## config.mk

```make
export PLATFORM = sky130hd
export DESIGN_NAME = load_store_unit
export DESIGN_NICKNAME = d
export VERILOG_FILES = /design/src/rtl/lsu_pkg.sv /design/src/rtl/lsu_byte_lane.sv /design/src/rtl/load_store_unit.sv
export SDC_FILE = /design/constraint.sdc
export NUM_CORES = 1
export LEC_CHECK = 0
export CORE_ASPECT_RATIO = 1.2
export CORE_MARGIN = 2
export CORE_UTILIZATION = 24
export DETAILED_ROUTE_END_ITERATION = 8
export PLACE_DENSITY = 0.46
export SLEW_MARGIN = 20
export SYNTH_ARGS = -nofsm -noshare
export SYNTH_HDL_FRONTEND = slang
export SYNTH_HIERARCHICAL = 1
export SYNTH_SLANG_ARGS = --single-unit
export TNS_END_PERCENT = 100
```

## constraint.sdc

```tcl
create_clock -name clock -period 2.7 [get_ports clock]
set_input_delay 0.81 -clock clock [delete_from_list [all_inputs] [get_ports clock]]
set_output_delay 0.81 -clock clock [all_outputs]
set_load 0.01 [all_outputs]
```

## src/rtl/lsu_pkg.sv

```systemverilog
// Shared definitions for the load/store unit: FSM state encoding, RV32
// load/store width codes and the access legality helpers.
package lsu_pkg;

    // FSM state encoding
    localparam logic [2:0] S_IDLE      = 3'd0;
    localparam logic [2:0] S_READ      = 3'd1;
    localparam logic [2:0] S_RMW_READ  = 3'd2;
    localparam logic [2:0] S_RMW_WRITE = 3'd3;
    localparam logic [2:0] S_WRITE     = 3'd4;
    localparam logic [2:0] S_DONE      = 3'd5;

    // RV32 func3 width/sign codes
    localparam logic [2:0] F3_B  = 3'b000;
    localparam logic [2:0] F3_H  = 3'b001;
    localparam logic [2:0] F3_W  = 3'b010;
    localparam logic [2:0] F3_BU = 3'b100;
    localparam logic [2:0] F3_HU = 3'b101;

    // Stores only know B/H/W; loads additionally have the unsigned variants.
    function automatic logic func3_legal(input logic is_store, input logic [2:0] f3);
        logic ok;
        if (is_store)
            ok = (f3 == F3_B) || (f3 == F3_H) || (f3 == F3_W);
        else
            ok = (f3 == F3_B) || (f3 == F3_H) || (f3 == F3_W) ||
                 (f3 == F3_BU) || (f3 == F3_HU);
        return ok;
    endfunction

    // Halfwords need an even address, words a 4-byte aligned one.
    function automatic logic misaligned(input logic [2:0] f3, input logic [1:0] lo);
        logic bad;
        case (f3)
            F3_H, F3_HU: bad = lo[0];
            F3_W:        bad = (lo != 2'b00);
            default:     bad = 1'b0;
        endcase
        return bad;
    endfunction

endpackage

```

## src/rtl/lsu_byte_lane.sv

```systemverilog
// Lane steering for the load/store unit: picks and extends the addressed
// byte/half of a loaded word, and merges sub-word store data into a word.
module lsu_byte_lane
    import lsu_pkg::*;
(
    input  logic [2:0]  func3,
    input  logic [1:0]  byte_offset,
    input  logic [31:0] read_word,
    input  logic [31:0] store_data,
    output logic [31:0] load_value,
    output logic [31:0] merged_word
);

    logic [7:0]  sel_byte;
    logic [15:0] sel_half;

    // Select the addressed byte and halfword of the memory word (little-endian)
    always_comb begin
        sel_byte = read_word[7:0];
        case (byte_offset)
            2'd0: sel_byte = read_word[7:0];
            2'd1: sel_byte = read_word[15:8];
            2'd2: sel_byte = read_word[23:16];
            2'd3: sel_byte = read_word[31:24];
            default: sel_byte = read_word[7:0];
        endcase
        sel_half = byte_offset[1] ? read_word[31:16] : read_word[15:0];
    end

    // Sign- or zero-extend the selected lane to 32 bits
    always_comb begin
        load_value = read_word;
        case (func3)
            F3_B:    load_value = {{24{sel_byte[7]}}, sel_byte};
            F3_BU:   load_value = {24'h0, sel_byte};
            F3_H:    load_value = {{16{sel_half[15]}}, sel_half};
            F3_HU:   load_value = {16'h0, sel_half};
            default: load_value = read_word;
        endcase
    end

    // Replace the addressed byte/half of the read word with the store data
    always_comb begin
        merged_word = read_word;
        case (func3)
            F3_B: begin
                case (byte_offset)
                    2'd0: merged_word[7:0]   = store_data[7:0];
                    2'd1: merged_word[15:8]  = store_data[7:0];
                    2'd2: merged_word[23:16] = store_data[7:0];
                    2'd3: merged_word[31:24] = store_data[7:0];
                    default: merged_word = read_word;
                endcase
            end
            F3_H: begin
                if (byte_offset[1])
                    merged_word[31:16] = store_data[15:0];
                else
                    merged_word[15:0]  = store_data[15:0];
            end
            default: merged_word = store_data;
        endcase
    end

endmodule

```

## src/rtl/load_store_unit.sv

```systemverilog
// RV32 load/store unit in front of a word-wide data memory. Sub-word stores
// are done as read-modify-write. The pipeline is held via stall until the
// access reaches DONE, which lasts one cycle.
//
// Memory handshake: dmem_read / dmem_write act as valid and stay high until
// the transfer completes; dmem_busywait low acts as ready. A transfer
// completes at a posedge where the request is high and dmem_busywait is low.
// dmem_read and dmem_write are never high together.
module load_store_unit
    import lsu_pkg::*;
(
    input  logic        clock,
    input  logic        reset,
    input  logic        mem_read,
    input  logic        mem_write,
    input  logic [2:0]  func3,
    input  logic [31:0] address,
    input  logic [31:0] writedata,
    output logic        stall,
    output logic [31:0] loaddata,
    output logic        access_error,
    output logic        dmem_read,
    output logic        dmem_write,
    output logic [5:0]  dmem_address,
    output logic [31:0] dmem_writedata,
    input  logic [31:0] dmem_readdata,
    input  logic        dmem_busywait,
    output logic [2:0]  debug_state
);

    logic [2:0]  state;
    logic [2:0]  state_next;
    logic [31:0] merge_q;
    logic [31:0] lane_load;
    logic [31:0] lane_merged;
    logic        req;
    logic        req_error;
    logic        xfer_done;
    logic        unused_addr_hi;

    // Only a 64-word window is addressed; the upper address bits are ignored.
    assign unused_addr_hi = ^address[31:8];

    assign req       = mem_read | mem_write;
    assign req_error = (mem_read & mem_write)
                     | ~func3_legal(mem_write, func3)
                     | misaligned(func3, address[1:0]);

    assign dmem_read      = (state == S_READ) || (state == S_RMW_READ);
    assign dmem_write     = (state == S_WRITE) || (state == S_RMW_WRITE);
    assign dmem_address   = address[7:2];
    assign dmem_writedata = (state == S_RMW_WRITE) ? merge_q : writedata;
    assign xfer_done      = (dmem_read | dmem_write) & ~dmem_busywait;

    assign stall       = req & (state != S_DONE);
    assign debug_state = state;

    lsu_byte_lane u_lane (
        .func3       (func3),
        .byte_offset (address[1:0]),
        .read_word   (dmem_readdata),
        .store_data  (writedata),
        .load_value  (lane_load),
        .merged_word (lane_merged)
    );

    // Next-state decode: errors short-circuit to DONE, sub-word stores go RMW
    always_comb begin
        state_next = state;
        case (state)
            S_IDLE: begin
                if (req) begin
                    if (req_error)
                        state_next = S_DONE;
                    else if (mem_read)
                        state_next = S_READ;
                    else if (func3 == F3_W)
                        state_next = S_WRITE;
                    else
                        state_next = S_RMW_READ;
                end
            end
            S_READ:      if (xfer_done) state_next = S_DONE;
            S_RMW_READ:  if (xfer_done) state_next = S_RMW_WRITE;
            S_RMW_WRITE: if (xfer_done) state_next = S_DONE;
            S_WRITE:     if (xfer_done) state_next = S_DONE;
            S_DONE:      state_next = S_IDLE;
            default:     state_next = S_IDLE;
        endcase
    end

    // State register; reset abandons any access in flight
    always_ff @(posedge clock or negedge reset) begin
        if (!reset)
            state <= S_IDLE;
        else
            state <= state_next;
    end

    // Result, error flag and RMW merge registers
    always_ff @(posedge clock or negedge reset) begin
        if (!reset) begin
            loaddata     <= '0;
            access_error <= 1'b0;
            merge_q      <= '0;
        end else begin
            // High only for the DONE cycle that follows a rejected request.
            access_error <= (state == S_IDLE) && req && req_error;
            // A rejected request with mem_read set counts as an errored load.
            if ((state == S_READ) && xfer_done)
                loaddata <= lane_load;
            else if ((state == S_IDLE) && mem_read && req_error)
                loaddata <= '0;
            if ((state == S_RMW_READ) && xfer_done)
                merge_q <= lane_merged;
        end
    end

endmodule

```

==> summary.md <==
| Metric | Value |
|---|---|
| Clk Latency, worst-skew pair | 0.34 ns |
| Final Setup Violations | 0 |
| Critical Path Slowest Stage Cell | dfrtp_1 |
| Post-Syn Area | 0.004564 mm² |
| R2R setup slack | just over 1 ns |
| Worst setup path start | debug_state[1] |
| DRC viols | 0 |
| Status | finished, final reports clean |
| Post-synthesis sequential area ratio | 0.3728 |
| Area of the multi-input gates | approximately 0.0026 mm² |
| Starting density of the core | 0.2430 |
| Final instance area | roughly 0.007 mm² |
| DR vias | 4,576 |
| Main synth FF type | dfrtp_1 |
| Number of antenna violations at the first check in global routing | 0 |
| RSZ-0062 raised after global routing | false |
| Area share of the largest cell type after synthesis | 0.3728 |
| Post-layout worst setup margin | approximately 0.083 ns |
| Skew final | 0.01225 ns |
| DR pass1 iterations | 5 |
| Top cells by area, synth | dfrtp_1 37%, mux2_2 15%, nand2_1 9.7% |
| FF/Latch Area | 0.001702 mm² |
| Asr flop ratio synth | 1.000 |
| Crit-path max cell delay | between 0.3 and 0.4 ns |
| Die ar. | roughly 0.020 mm² |
| Clock root buffer master | clkbuf_16 |
| Cell Area, Placed | ~0.0067 mm² |
| Final WL | 17,550 µm |
| Post-detail-place hpwl | 13,410 µm |
| Cell taking the most area after synthesis | dfrtp_1 |
| Cell breakdown of the critical path | and2b_2, nand2_4, buf_4, buf_6, mux2_2, buf_2 |
| Nets@finish | 786 |
| Worst slew pin tran | 0.8649 ns |
| First-pass GRT wire length | between 20,000 and 30,000 µm |
| Hold crit path type | register to register |
| Cells after Synth | 490 |
| Die height | 155.1 µm |
| FILL cells | 1,936 |
| CP startpoint kind | register |
| Gpl congestion | 0.8540 |
| Vias in the first global route | 4,648 |
| Ports | between 150 and 200 |
| Worst Path Max Fanout | 8 |
| Synth warn | 6 |
| Leakage | about 3.2 nW |
| Final Total Pwr | 0.005152 W |
| Max Cap Violations | 0 |
| Die width | 129.9 µm |
| Worst reg2reg path depth | 5 |
| GRT Residual Overflow | 0 |
| Mean Syn Cell Area | 9.315 µm² |
| P per Cell Area | 731.4 mW/mm² |
| Vias per inst | slightly below 5 |
| Worst R2R Start | debug_state[0] |
| R2r endpoint | merge_q[3] |
| WP data required | 1.89 ns |
| EDFF count, synth | 0 |
| Critical path type | register to primary output |
| CTS H-Tree Depth | 3 |
| Wirelength per Cell | 18.61 µm |
| Crit path to | dmem_writedata[28] |
| # port buffers | about 140 |
| Core area | 0.01879 mm² |
| Max-slew headroom | 0.4234 |
| Final Hold Viols | 0 |
| ANT cells | 0 |
| DP Worst Slack | -0.2565 ns |
| Antenna viol nets, final | 0 |
| Slew Limit Fails | 0 |
| Clock Path Buffers | 2 |
| Row cnt | 55 |
| Min Tclk post-route | 2.617 ns |
| CTS tree | done |
| Initial DRC Count | 302 |
| Fraction of layout instances using a drive strength above 1 | 0.2955 |
| Clock-pin transition on the worst setup and hold timing paths | 0.06 ns |
| Total GRT Usage | 0.1765 |
| Largest net degree at the start of global routing | 35 |
| Synth Register Bits | 68 |
| CP Data Arrival Time | 1.81 ns |
| P&R area growth vs syn | 54.30% |
| Fmax | 0.3821 GHz |
| Num CTS Buffers | 9 |
| Peak supply drop | 0.3661 mV |
| Fin crit share | 0.9693 |
| Critical Path End Type | primary output |
| Clock Sinks | 68 |
| Hold Crit Start | merge_q[6] |
| Synthesized Nets | 594 |
| Hold buffer count at cts | 0 |
| Post-synth cell types | 44 |
==> through the flow <==
stage / util / TNS, ns / hold WS [ns] / std cells
after floorplan: - / 0 / 0.4541 / 490
after global placement: 0.3566 / -4.911 / 0.4816 / 917
after detailed placement: 0.3566 / -5.418 / 0.4849 / 917
after CTS: 0.3807 / -0.06656 / 0.4983 / 941
after global routing: 0.3749 / 0 / 0.5255 / 943
final: 0.3749 / 0 / 0.4959 / 943
==> where the power goes <==
part / total, W / switching [W] / internal, W
sequential: 0.00168 / 0.000245 / 0.00143
clock: 0.00140 / 0.000448 / 0.000955
combinational: 0.00207 / 0.000934 / 0.00114
total: 0.00515 / 0.00163 / 0.00352
==> cells in the final DEF, fill, tap and decap left out, types with 10 or more instances in the layout <==
cell             instances
nand2_1                117
clkdlybuf4s50_1        107
buf_4                   71
dfrtp_1                 68
mux2_2                  61
a21oi_1                 38
a221o_1                 31
buf_2                   19
a22o_1                  16
nor2b_1                 14
nor2_1                  14
clkbuf_2                14
and3_1                  10
mux2_1                  10
==> cell type report <==
type                            count  area share
Multi-Input combinational cell    374      0.3708
Timing Repair Buffer              227      0.2899
Sequential cell                    68      0.2416
Tap cell                          256     0.04548
Clock buffer                       11     0.03589
Clock inverter                      5     0.01528
Inverter                            2    0.001066
==> cells in the mapped netlist, types with 2 or more instances <==
library cell / number
mux2_2: 62
a22o_1: 16
o211ai_1: 8
nand2b_1: 6
buf_6: 2
buf_1: 2
nor2_1: 14
buf_2: 13
inv_1: 2
nor2b_1: 14
buf_4: 14
a221o_1: 31
or2_1: 2
or3b_1: 2
clkbuf_1: 15
nand2_1: 118
dfrtp_1: 68
a21oi_1: 38
nor3_1: 2
o31ai_1: 2
o21ai_1: 2
mux2i_1: 9
mux2_1: 10
and3_1: 10
nor3_4: 2
nand4_1: 8
==> registers in the layout (all words and copies together), names as in the netlist <==
signal        count
merge_q          32
loaddata         32
access_error      1
debug_state       3
==> timing repair <==
item	in CTS	in global routing
gates resized for setup	106	21
hold endpoints to repair	0	0
pin swaps	1	1
endpoints found under the setup margin	33	27
setup buffers	5	3
cloned	3	0
==> worst max-delay path, delay by kind of cell (launching register included) <==
family	cells	cell delay, ns
buf+inv	3	0.41
flops	1	0.38
mux	1	0.34
simple gates	2	0.34
==> routing by layer <==
metal,routed length (µm),track usage
met2,9087,0.3104
met3,758,0.01582
met5,0,0
met1,7484,0.2270
met4,216,0.05530
==> cells by family (layout without fill, tap and decap cells) <==
kind of cell           after synthesis  in the layout  synth area share
muxes                               82             82            0.2023
buffers and inverters               48            245           0.05784
DFF                                 68             68            0.3728
AOI/OAI and AO/OA                  107            107            0.1779
and+or+nand+nor                    185            185            0.1891
==> worst min-delay path by stage <==
| stage | to | cells past startpoint | slack (ns) |
|---|---|---|---|
| 6_report | merge_q[6] | 1 | 0.50 |
| 5_1_grt | merge_q[16] | 1 | 0.53 |
| 4_1_cts | merge_q[6] | 1 | 0.50 |
| 3_5_place_dp | merge_q[6] | 1 | 0.48 |
| 3_3_place_gp | merge_q[6] | 1 | 0.48 |
| 2_1_floorplan | merge_q[6] | 1 | 0.45 |
Power figures use the tool's default switching activity.
